==> src/rtl/i2c_pkg.sv <==
// Shared types and constants for the I2C target write-path receiver.
package i2c_pkg;

  localparam int   I2C_ADDR_W = 7;
  localparam int   I2C_BYTE_W = 8;
  localparam logic RW_WRITE   = 1'b0;
  localparam int   HOLD_W     = 8;

  typedef enum logic [2:0] {
    ST_IDLE, ST_ADDR, ST_ADDR_ACK, ST_DATA, ST_DATA_ACK, ST_IGNORE
  } t_target_state;

  // Sub-steps of the ninth (acknowledge) clock, shared by address and data ACK.
  typedef enum logic [2:0] {
    AP_WAIT_FALL8, AP_HOLD_DRIVE, AP_STRETCH, AP_HOLD_SCL, AP_WAIT_FALL9, AP_HOLD_RELEASE
  } t_ack_phase;

  typedef struct packed {
    t_target_state         state;
    t_ack_phase            phase;
    logic [3:0]            bit_cnt;
    logic [HOLD_W-1:0]     hold_cnt;
    logic [I2C_BYTE_W-1:0] shift;
    logic [I2C_BYTE_W-1:0] data;
    logic                  valid;
    logic                  held;
    logic                  addressed;
    logic                  sda_drive;
    logic                  scl_drive;
    logic                  start;
    logic                  stop;
    logic                  overrun;
  } t_rx_regs;

  localparam t_rx_regs RX_RESET = '{
    state: ST_IDLE, phase: AP_WAIT_FALL8, bit_cnt: '0, hold_cnt: '0, shift: '0, data: '0,
    valid: 1'b0, held: 1'b0, addressed: 1'b0, sda_drive: 1'b1, scl_drive: 1'b1,
    start: 1'b0, stop: 1'b0, overrun: 1'b0
  };

  function automatic logic addr_match(input logic [I2C_BYTE_W-1:0] b,
                                      input logic [I2C_ADDR_W-1:0] addr);
    return (b[I2C_BYTE_W-1:1] == addr) && (b[0] == RW_WRITE);
  endfunction

endpackage

==> src/rtl/i2c_line_sync.sv <==
// Synchronises the SDA/SCL pad senses and derives SCL edge and START/STOP strobes.
module i2c_line_sync #(
  parameter int SYNC_STAGES = 2
) (
  input  logic clk_i,
  input  logic rst_ni,
  input  logic sda_i,
  input  logic scl_i,
  output logic sda_o,
  output logic scl_rise_o,
  output logic scl_fall_o,
  output logic start_o,
  output logic stop_o
);

  logic [SYNC_STAGES-1:0] sda_sync_q, scl_sync_q;
  logic sda_hist_q, scl_hist_q;
  logic sda_s, scl_s, sda_rise, sda_fall;

  // Lines reset to the idle (released, high) level so reset never fakes an edge.
  always_ff @(posedge clk_i or negedge rst_ni) begin
    if (!rst_ni) begin
      sda_sync_q <= '1;
      scl_sync_q <= '1;
      sda_hist_q <= 1'b1;
      scl_hist_q <= 1'b1;
    end else begin
      sda_sync_q <= {sda_sync_q[SYNC_STAGES-2:0], sda_i};
      scl_sync_q <= {scl_sync_q[SYNC_STAGES-2:0], scl_i};
      sda_hist_q <= sda_s;
      scl_hist_q <= scl_s;
    end
  end

  assign sda_s      = sda_sync_q[SYNC_STAGES-1];
  assign scl_s      = scl_sync_q[SYNC_STAGES-1];
  assign sda_rise   = sda_s & ~sda_hist_q;
  assign sda_fall   = ~sda_s & sda_hist_q;
  assign sda_o      = sda_s;
  assign scl_rise_o = scl_s & ~scl_hist_q;
  assign scl_fall_o = ~scl_s & scl_hist_q;
  assign start_o    = sda_fall & scl_s & scl_hist_q;
  assign stop_o     = sda_rise & scl_s & scl_hist_q;

endmodule

==> src/rtl/i2c_target_rx.sv <==
// I2C target write-path receiver: address match, ACK generation and byte hand-off.
// Build option I2C_TARGET_STRETCH_EN: stretch SCL on a full buffer instead of NACK + o_overrun.
module i2c_target_rx
  import i2c_pkg::*;
#(
  parameter logic [I2C_ADDR_W-1:0] TARGET_ADDR = 7'h33,
  parameter int                    SYNC_STAGES = 2,
  parameter int                    ACK_HOLD    = 4
) (
  input  logic                  i_clk,
  input  logic                  i_rst_n,
  input  logic                  i_sda,
  input  logic                  i_scl,
  output logic                  o_sda_drive,
  output logic                  o_scl_drive,
  output logic [I2C_BYTE_W-1:0] o_data,
  output logic                  o_valid,
  input  logic                  i_ready,
  output logic                  o_start,
  output logic                  o_stop,
  output logic                  o_addressed,
  output logic                  o_overrun
);

  localparam logic [HOLD_W-1:0] HOLD_LAST = HOLD_W'(ACK_HOLD - 1);

  logic     sda_s, scl_rise, scl_fall, start_s, stop_s;
  logic     byte_free, hold_done;
  t_rx_regs r_q, r_d;

  i2c_line_sync #(.SYNC_STAGES(SYNC_STAGES)) u_sync (
    .clk_i      (i_clk),
    .rst_ni     (i_rst_n),
    .sda_i      (i_sda),
    .scl_i      (i_scl),
    .sda_o      (sda_s),
    .scl_rise_o (scl_rise),
    .scl_fall_o (scl_fall),
    .start_o    (start_s),
    .stop_o     (stop_s)
  );

  // A pending byte counts as gone when it is accepted this very cycle.
  assign byte_free = !r_q.valid || i_ready;
  assign hold_done = (r_q.hold_cnt == HOLD_LAST);

  function automatic t_rx_regs abort_frame(input t_rx_regs r, input t_target_state nxt);
    t_rx_regs a;
    a           = r;
    a.state     = nxt;
    a.phase     = AP_WAIT_FALL8;
    a.bit_cnt   = '0;
    a.hold_cnt  = '0;
    a.shift     = '0;
    a.held      = 1'b0;
    a.addressed = 1'b0;
    a.sda_drive = 1'b1;
    a.scl_drive = 1'b1;
    return a;
  endfunction

  // NOTE: every field gets its default from r_q before any branch, so no path infers a latch.
  always_comb begin
    r_d         = r_q;
    r_d.start   = 1'b0;
    r_d.stop    = 1'b0;
    r_d.overrun = 1'b0;
    if (r_q.valid && i_ready) r_d.valid = 1'b0;

    if (start_s) begin
      r_d       = abort_frame(r_d, ST_ADDR);
      r_d.start = 1'b1;
    end else if (stop_s) begin
      r_d      = abort_frame(r_d, ST_IDLE);
      r_d.stop = 1'b1;
    end else begin
      unique case (r_q.state)
        ST_ADDR, ST_DATA: begin
          if (r_q.bit_cnt == 4'd8) begin
            r_d.phase = AP_WAIT_FALL8;
            if (r_q.state == ST_ADDR) begin
              r_d.state = addr_match(r_q.shift, TARGET_ADDR) ? ST_ADDR_ACK : ST_IGNORE;
            end else if (byte_free) begin
              r_d.data  = r_q.shift;
              r_d.valid = 1'b1;
              r_d.state = ST_DATA_ACK;
            end else begin
`ifdef I2C_TARGET_STRETCH_EN
              r_d.held  = 1'b1;
              r_d.state = ST_DATA_ACK;
`else
              r_d.overrun = 1'b1;
              r_d.state   = ST_IGNORE;
`endif
            end
          end else if (scl_rise) begin
            r_d.shift   = {r_q.shift[I2C_BYTE_W-2:0], sda_s};
            r_d.bit_cnt = r_q.bit_cnt + 4'd1;
          end
        end
        ST_ADDR_ACK, ST_DATA_ACK: begin
          unique case (r_q.phase)
            AP_WAIT_FALL8: if (scl_fall) begin
              r_d.phase    = AP_HOLD_DRIVE;
              r_d.hold_cnt = '0;
            end
            AP_HOLD_DRIVE: begin
              if (!hold_done) begin
                r_d.hold_cnt = r_q.hold_cnt + HOLD_W'(1);
              end else if (r_q.held) begin
                r_d.phase = AP_STRETCH;
              end else begin
                r_d.sda_drive = 1'b0;
                r_d.phase     = AP_WAIT_FALL9;
                if (r_q.state == ST_ADDR_ACK) r_d.addressed = 1'b1;
              end
            end
            AP_STRETCH: begin
              if (byte_free) begin
                r_d.data      = r_q.shift;
                r_d.valid     = 1'b1;
                r_d.held      = 1'b0;
                r_d.sda_drive = 1'b0;
                r_d.hold_cnt  = '0;
                r_d.phase     = r_q.scl_drive ? AP_WAIT_FALL9 : AP_HOLD_SCL;
              end else begin
                r_d.scl_drive = 1'b0;
              end
            end
            AP_HOLD_SCL: begin
              if (!hold_done) begin
                r_d.hold_cnt = r_q.hold_cnt + HOLD_W'(1);
              end else begin
                r_d.scl_drive = 1'b1;
                r_d.phase     = AP_WAIT_FALL9;
              end
            end
            AP_WAIT_FALL9: if (scl_fall) begin
              r_d.phase    = AP_HOLD_RELEASE;
              r_d.hold_cnt = '0;
            end
            AP_HOLD_RELEASE: begin
              if (!hold_done) begin
                r_d.hold_cnt = r_q.hold_cnt + HOLD_W'(1);
              end else begin
                r_d.sda_drive = 1'b1;
                r_d.state     = ST_DATA;
                r_d.bit_cnt   = '0;
                r_d.phase     = AP_WAIT_FALL8;
              end
            end
            default: r_d.phase = AP_WAIT_FALL8;
          endcase
        end
        default: ;
      endcase
    end
  end

  // NOTE: state registers use non-blocking assignments so all flops update from the same old values.
  always_ff @(posedge i_clk or negedge i_rst_n) begin
    if (!i_rst_n) r_q <= RX_RESET;
    else          r_q <= r_d;
  end

  assign o_sda_drive = r_q.sda_drive;
  assign o_data      = r_q.data;
  assign o_valid     = r_q.valid;
  assign o_start     = r_q.start;
  assign o_stop      = r_q.stop;
  assign o_addressed = r_q.addressed;
  assign o_overrun   = r_q.overrun;
`ifdef I2C_TARGET_STRETCH_EN
  assign o_scl_drive = r_q.scl_drive;
`else
  assign o_scl_drive = 1'b1;
`endif

endmodule

==> config.mk <==
export PLATFORM = sky130hd
export DESIGN_NAME = i2c_target_rx
export DESIGN_NICKNAME = d
export VERILOG_FILES = /design/src/rtl/i2c_pkg.sv /design/src/rtl/i2c_line_sync.sv /design/src/rtl/i2c_target_rx.sv
export SDC_FILE = /design/constraint.sdc
export NUM_CORES = 1
export LEC_CHECK = 0
export BUFFER_PORTS_ARGS = -buffer_cell sky130_fd_sc_hd__buf_2
export CORE_MARGIN = 4
export CORE_UTILIZATION = 44
export DETAILED_ROUTE_END_ITERATION = 7
export MAX_ROUTING_LAYER = met4
export PLACE_DENSITY = 0.62
export SLEW_MARGIN = 20
export SYNTH_ARGS = -nofsm -noshare
export SYNTH_HDL_FRONTEND = slang
export SYNTH_SLANG_ARGS = --single-unit
==> constraint.sdc <==
create_clock -name i_clk -period 2.1 [get_ports i_clk]
set_clock_uncertainty 0.05 [all_clocks]
set_input_delay 0.42 -clock i_clk [delete_from_list [all_inputs] [get_ports i_clk]]
set_output_delay 0.42 -clock i_clk [all_outputs]
set_load 0.02 [all_outputs]
Word level (Yosys, flattened, before mapping)
Cells that the tools add are included.

storage, ports and cells
  flip-flop bits (word level) = 48
  input port bits = 5
  logic and storage cells = 156

cells by class
  add/subtract/negate cells = 2
  equality and inequality tests = 38
  multiplexer cells = 51
  bitwise logic cells = 15
  reductions and logical operators = 32

operators by type and width
  kind                                           number
  2-to-1 mux 8 bit                               7
  inequality test 4 bit, second input constant   11
  2-to-1 mux 42 bit                              1
  2-to-1 mux 39 bit                              1
  2-to-1 mux 10 bit                              3
  2-to-1 mux 3 bit                               10
  inequality test 5 bit, second input constant   6
  2-to-1 mux 9 bit                               3
  one-hot mux 8 bit (3 select lines)             1
  nonzero test 3 bit                             8
  one-hot mux 10 bit (2 select lines)            1
  one-hot mux 3 bit (6 select lines)             1
  one-hot mux 9 bit (2 select lines)             1
  2-to-1 mux 4 bit                               4
  AND reduction 8 bit                            2
  AND reduction 5 bit                            3
  2-to-1 mux 1 bit                               13
  == test 3 x 2 -> 1 bit, second input constant  4
  nonzero test 5 bit                             2
  == test 3 bit, second input constant           3
  adder 8 x 1 -> 8 bit, second input constant    1
  AND 1 bit                                      8
  == test 8 x 2 -> 1 bit, second input constant  1
  inequality test 2 bit, second input constant   4
  24 further kinds                               39

Logic depth before layout (Yosys ltp)
  word-level depth = 8
  mapped depth = 8

Hierarchy
Synthesis repeated with hierarchy kept, for this count alone.

second synthesis, totals
  cells, all modules = 242
  area, all modules = 2461.1 um^2

by module, submodules not included
  module         instances  cells an instance  area each (um^2)  seq. area each (um^2)
  i2c_target_rx  1          232                2270.9            1028.5
  i2c_line_sync  1          10                 190.2             157.7

Worst setup path before layout
No wires, ideal clock.

  path type = reg2reg
  from = reg r_q[32] (netlist name)
  to = reg r_q (netlist bit o_data[0])
  setup time = 125 ps
  arrival time = 1662 ps
  required time = 1925 ps
  setup slack = 263 ps
  stages on the path, launching flop included = 9
  buffers on the path = 1
  period minus slack after synthesis = 1837 ps
  cell sequence = dfrtp_1 -> inv_1 -> ha_1 -> and3b_1 -> nand3_1 -> a21o_1 -> nor2b_1 -> buf_2 -> mux2_2

between the ends
  longest elaborated chain between the ends = 3

ends and longest elaborated chain
  item                                    RTL line              RTL
  start, declared                         i2c_target_rx.sv:29   t_rx_regs r_q, r_d;
  start signal, assigned                  i2c_target_rx.sv:163  else r_q <= r_d;
  == test 4 bit                           i2c_target_rx.sv:79   if (r_q.bit_cnt == 4'd8) begin
  inequality test 2 bit (no source line)  n/a
  AND reduction 8 bit (no source line)    n/a

No other way between the ends.
A chain may end at the register's enable or synchronous reset.

Final worst setup path
  from = reg r_q[38] (netlist name)
  to = reg r_q[28] (netlist name)

between the ends
  longest elaborated chain between the ends = 6

ends and longest elaborated chain
  item                                                                              RTL line              RTL
  == test 3 bit, or another cell as far along                                       i2c_target_rx.sv:102  unique case (r_q.phase)
  OR reduction 3 bit (no source line) / OR reduction 2 bit (equally long branches)  n/a
  one-hot mux 8 bit (3 select lines)                                                i2c_target_rx.sv:102
  2-to-1 mux 8 bit                                                                  i2c_target_rx.sv:77   unique case (r_q.state)
  2-to-1 mux 39 bit                                                                 i2c_target_rx.sv:73   end else if (stop_s) begin
  2-to-1 mux 42 bit                                                                 i2c_target_rx.sv:70   if (start_s) begin

Several ways; a longest one is shown, not always the timed one. The select of a mux whose other input is x is not followed.

==> flow_metrics.env <==
export IMPL_syn_inst=209
export IMPL_crit_family="simple AND/OR/NAND/NOR gates"
export IMPL_io_buffer_count=18
export IMPL_finalHoldViolCount=0
export IMPL_timing_rr_start="r_q[38]$_DFFE_PN0P_"
export IMPL_clk_latency_ns=0.30
export IMPL_grt_max_degree=48
export IMPL_cts_resized=0
export IMPL_yosysMostFrequentCell="dfrtp_1"
export IMPL_wire_per_inst_um=15.2
export IMPL_cp_data_arrival_time_ns=2.11
export IMPL_yosysSeqAreaShare_pct=50.1
export IMPL_leakage_nw=1.19
export IMPL_ant_nets=0
export IMPL_drtPass1Iterations=4
export IMPL_fin_cells=301
export IMPL_startpoint_type="flop"
export IMPL_nets=238
export IMPL_synth_cell_area_sq_um=2370
export IMPL_dp_cells=293
export IMPL_period_share_pct=92.8
export IMPL_p_total_mw=2.53
export IMPL_slew_violations=0
export IMPL_ys_flop_type="dfrtp_1"
export IMPL_initial_core_util_pct=45.8
export IMPL_rsz0062_at_grt="false"
export IMPL_cts_tree="yes"
export IMPL_critPathSlowestCell="dfrtp_1"
export IMPL_numCtsBuffers=5
export IMPL_postRouteWirelength_mm=4.58
export IMPL_syn_to_final_growth_pct=12.0
export IMPL_synth_top_area_cell="dfrtp_1"
export IMPL_worstPathMaxFanout=7
export IMPL_critPathLaunch="r_q[38]$_DFFE_PN0P_"
export IMPL_antenna_found_initial=0
export IMPL_synth_area_leaders="dfrtp_1 (41%), dfstp_2 (8.9%), a311oi_2 (3.8%)"
export IMPL_dieArea_sq_um=6620
export IMPL_yosysWarnings=0
export IMPL_grt_pass1_wl_mm=8.24
export IMPL_netlist_top_cells_count="dfrtp_1 (39), nand2_1 (18), nor2_1 (12)"
export IMPL_synth_edf_count=0
export IMPL_setup_viol=0
export IMPL_synth_seq_cells=47
export IMPL_vias=1679
export IMPL_setup_tns_ns=0
export IMPL_synth_top_area_share_pct=41.2
export IMPL_gp_congestion=0.935
export IMPL_fmax_mhz=513
export IMPL_syn_avg_cell_area_sq_um=11.3
export IMPL_yosysUniqueCellTypes=56
export IMPL_path_cells="or3b_1 -> a221oi_2 -> and4b_1 -> a311oi_2"
export IMPL_die_w_um=81.4
export IMPL_fin_crit_ns=1.95
export IMPL_fill_cells=448
export IMPL_drc=0
export IMPL_power_density_nw_per_um2=953
export IMPL_critPathBufInv=0
export IMPL_cts_hold_buffers_added=0
export IMPL_clk_pin_slew_ns=0.10
export IMPL_utilization_pct=51.3
export IMPL_insertedDiodeCount=0
export IMPL_drive_gt1_share_pct=32.0
export IMPL_coreArea_sq_um=5170
export IMPL_syn_num_nets=217
export IMPL_end_kind="flop"
export IMPL_cts_setup_buffers=0
export IMPL_clock_sinks=47
export IMPL_first_iter_violations=124
export IMPL_hold_path_class="in -> async"
export IMPL_maxCapViolations=0
export IMPL_grt_use_total_pct=16.5
export IMPL_status="finished, final reports clean"
export IMPL_first_global_vias=1750
export IMPL_die_y_um=81.4
export IMPL_dpl_hpwl_mm=3.19
export IMPL_io_pins=20
export IMPL_tightest_slew_ns=0.577
export IMPL_grt_ovfl_total=0
export IMPL_root_buffer="clkbuf_8"
export IMPL_max_stage_delay_ns=0.45
export IMPL_slew_headroom_pct=61.5
export IMPL_rows=26
export IMPL_worstPathRequired_ns=2.26
export IMPL_cts_buffer_depth=2
export IMPL_async_flop_share_pct=100
export IMPL_vias_per_cell=5.58
export IMPL_peakVddDrop_uv=379
export IMPL_worstSetupPathType="reg -> reg"
export IMPL_clock_tree_htree_level_count=2
export IMPL_pre_cts_ws_ns=0.110
export IMPL_setup_slack_ns=0.151
==> layer usage <==
layer  vias to the layer above  wire length [um]  global-route usage [%]
met5                         -                 0                       -
met4                         0                30                    6.25
met3                         2               206                    3.99
met2                        36              2100                    24.1
met1                       838              2240                    22.1
li1                        803                 -                       -
==> layout make-up <==
cell class	instances	area, sq um	area share, %
inverters	2	7.51	0.283
multi-input cells	142	1060	39.9
well taps	70	87.6	3.30
repair buffers	32	195	7.36
flip-flops and latches	47	1190	44.7
clock inverters	3	47.5	1.79
clock buffers	5	68.8	2.60
==> logic make-up after synthesis <==
family / Yosys count / synth area share, %
AOI/OAI and AO/OA: 45 / 17.3
xor gates and xnor gates: 5 / 1.85
adders and majority gates: 3 / 1.59
buffers and inverters: 20 / 5.60
DFF: 47 / 50.1
muxes: 10 / 4.70
other: 1 / 0.158
and+or+nand+nor: 78 / 18.7
==> registers in the layout, summed over array words and instances, names as in the netlist, 2 cells and up <==
| signal | cells |
|---|---|
| o_data | 8 |
| r_q | 27 |
| u_sync.sda_sync_q | 2 |
| u_sync.scl_sync_q | 2 |
==> power breakdown <==
| group | switching (mW) | leakage, nW | internal (mW) | total (mW) |
|---|---|---|---|---|
| Clock | 0.319 | 0.0587 | 0.361 | 0.680 |
| Combinational | 0.387 | 0.512 | 0.313 | 0.700 |
| Sequential | 0.132 | 0.620 | 1.02 | 1.15 |
| Total | 0.838 | 1.19 | 1.69 | 2.53 |
==> worst paths after layout <==
kind	slack [ns]	end	cells after the start
worst min register to register	0.31	u_sync.scl_sync_q[1]$_DFF_PN1_	0
worst max register to register	0.15	r_q[28]$_DFFE_PN0P_	4
worst min-delay path	0.15	o_data[1]$_DFFE_PN0P_	2
min in group i_clk	0.16	u_sync.sda_sync_q[0]$_DFF_PN1_	1
worst max-delay path	0.15	r_q[28]$_DFFE_PN0P_	4
max in group asynchronous	1.46	u_sync.sda_sync_q[1]$_DFF_PN1_	2
==> layout by cell type (no fill, tap or decap), types with 3 or more instances in the layout <==
master	count
nand3_1	8
ha_1	3
o21ai_0	5
nor2_1	12
and3_1	3
nor3_1	9
a21oi_1	7
nand2b_1	5
nand2_1	18
dfrtp_1	39
buf_2	18
buf_4	14
xor2_1	3
dfstp_2	8
a311oi_2	6
a22o_1	8
mux2_2	8
clkbuf_8	5
==> per-stage QoR <==
stage	hold WS [ns]	instance area, sq um
4_1_cts	0.149	2640
3_3_place_gp	0.296	2520
6_report	0.147	2650
2_1_floorplan	0.0744	2370
5_1_grt	0.140	2650
3_5_place_dp	0.299	2520
Note: power is estimated with default switching activity, not from simulation.
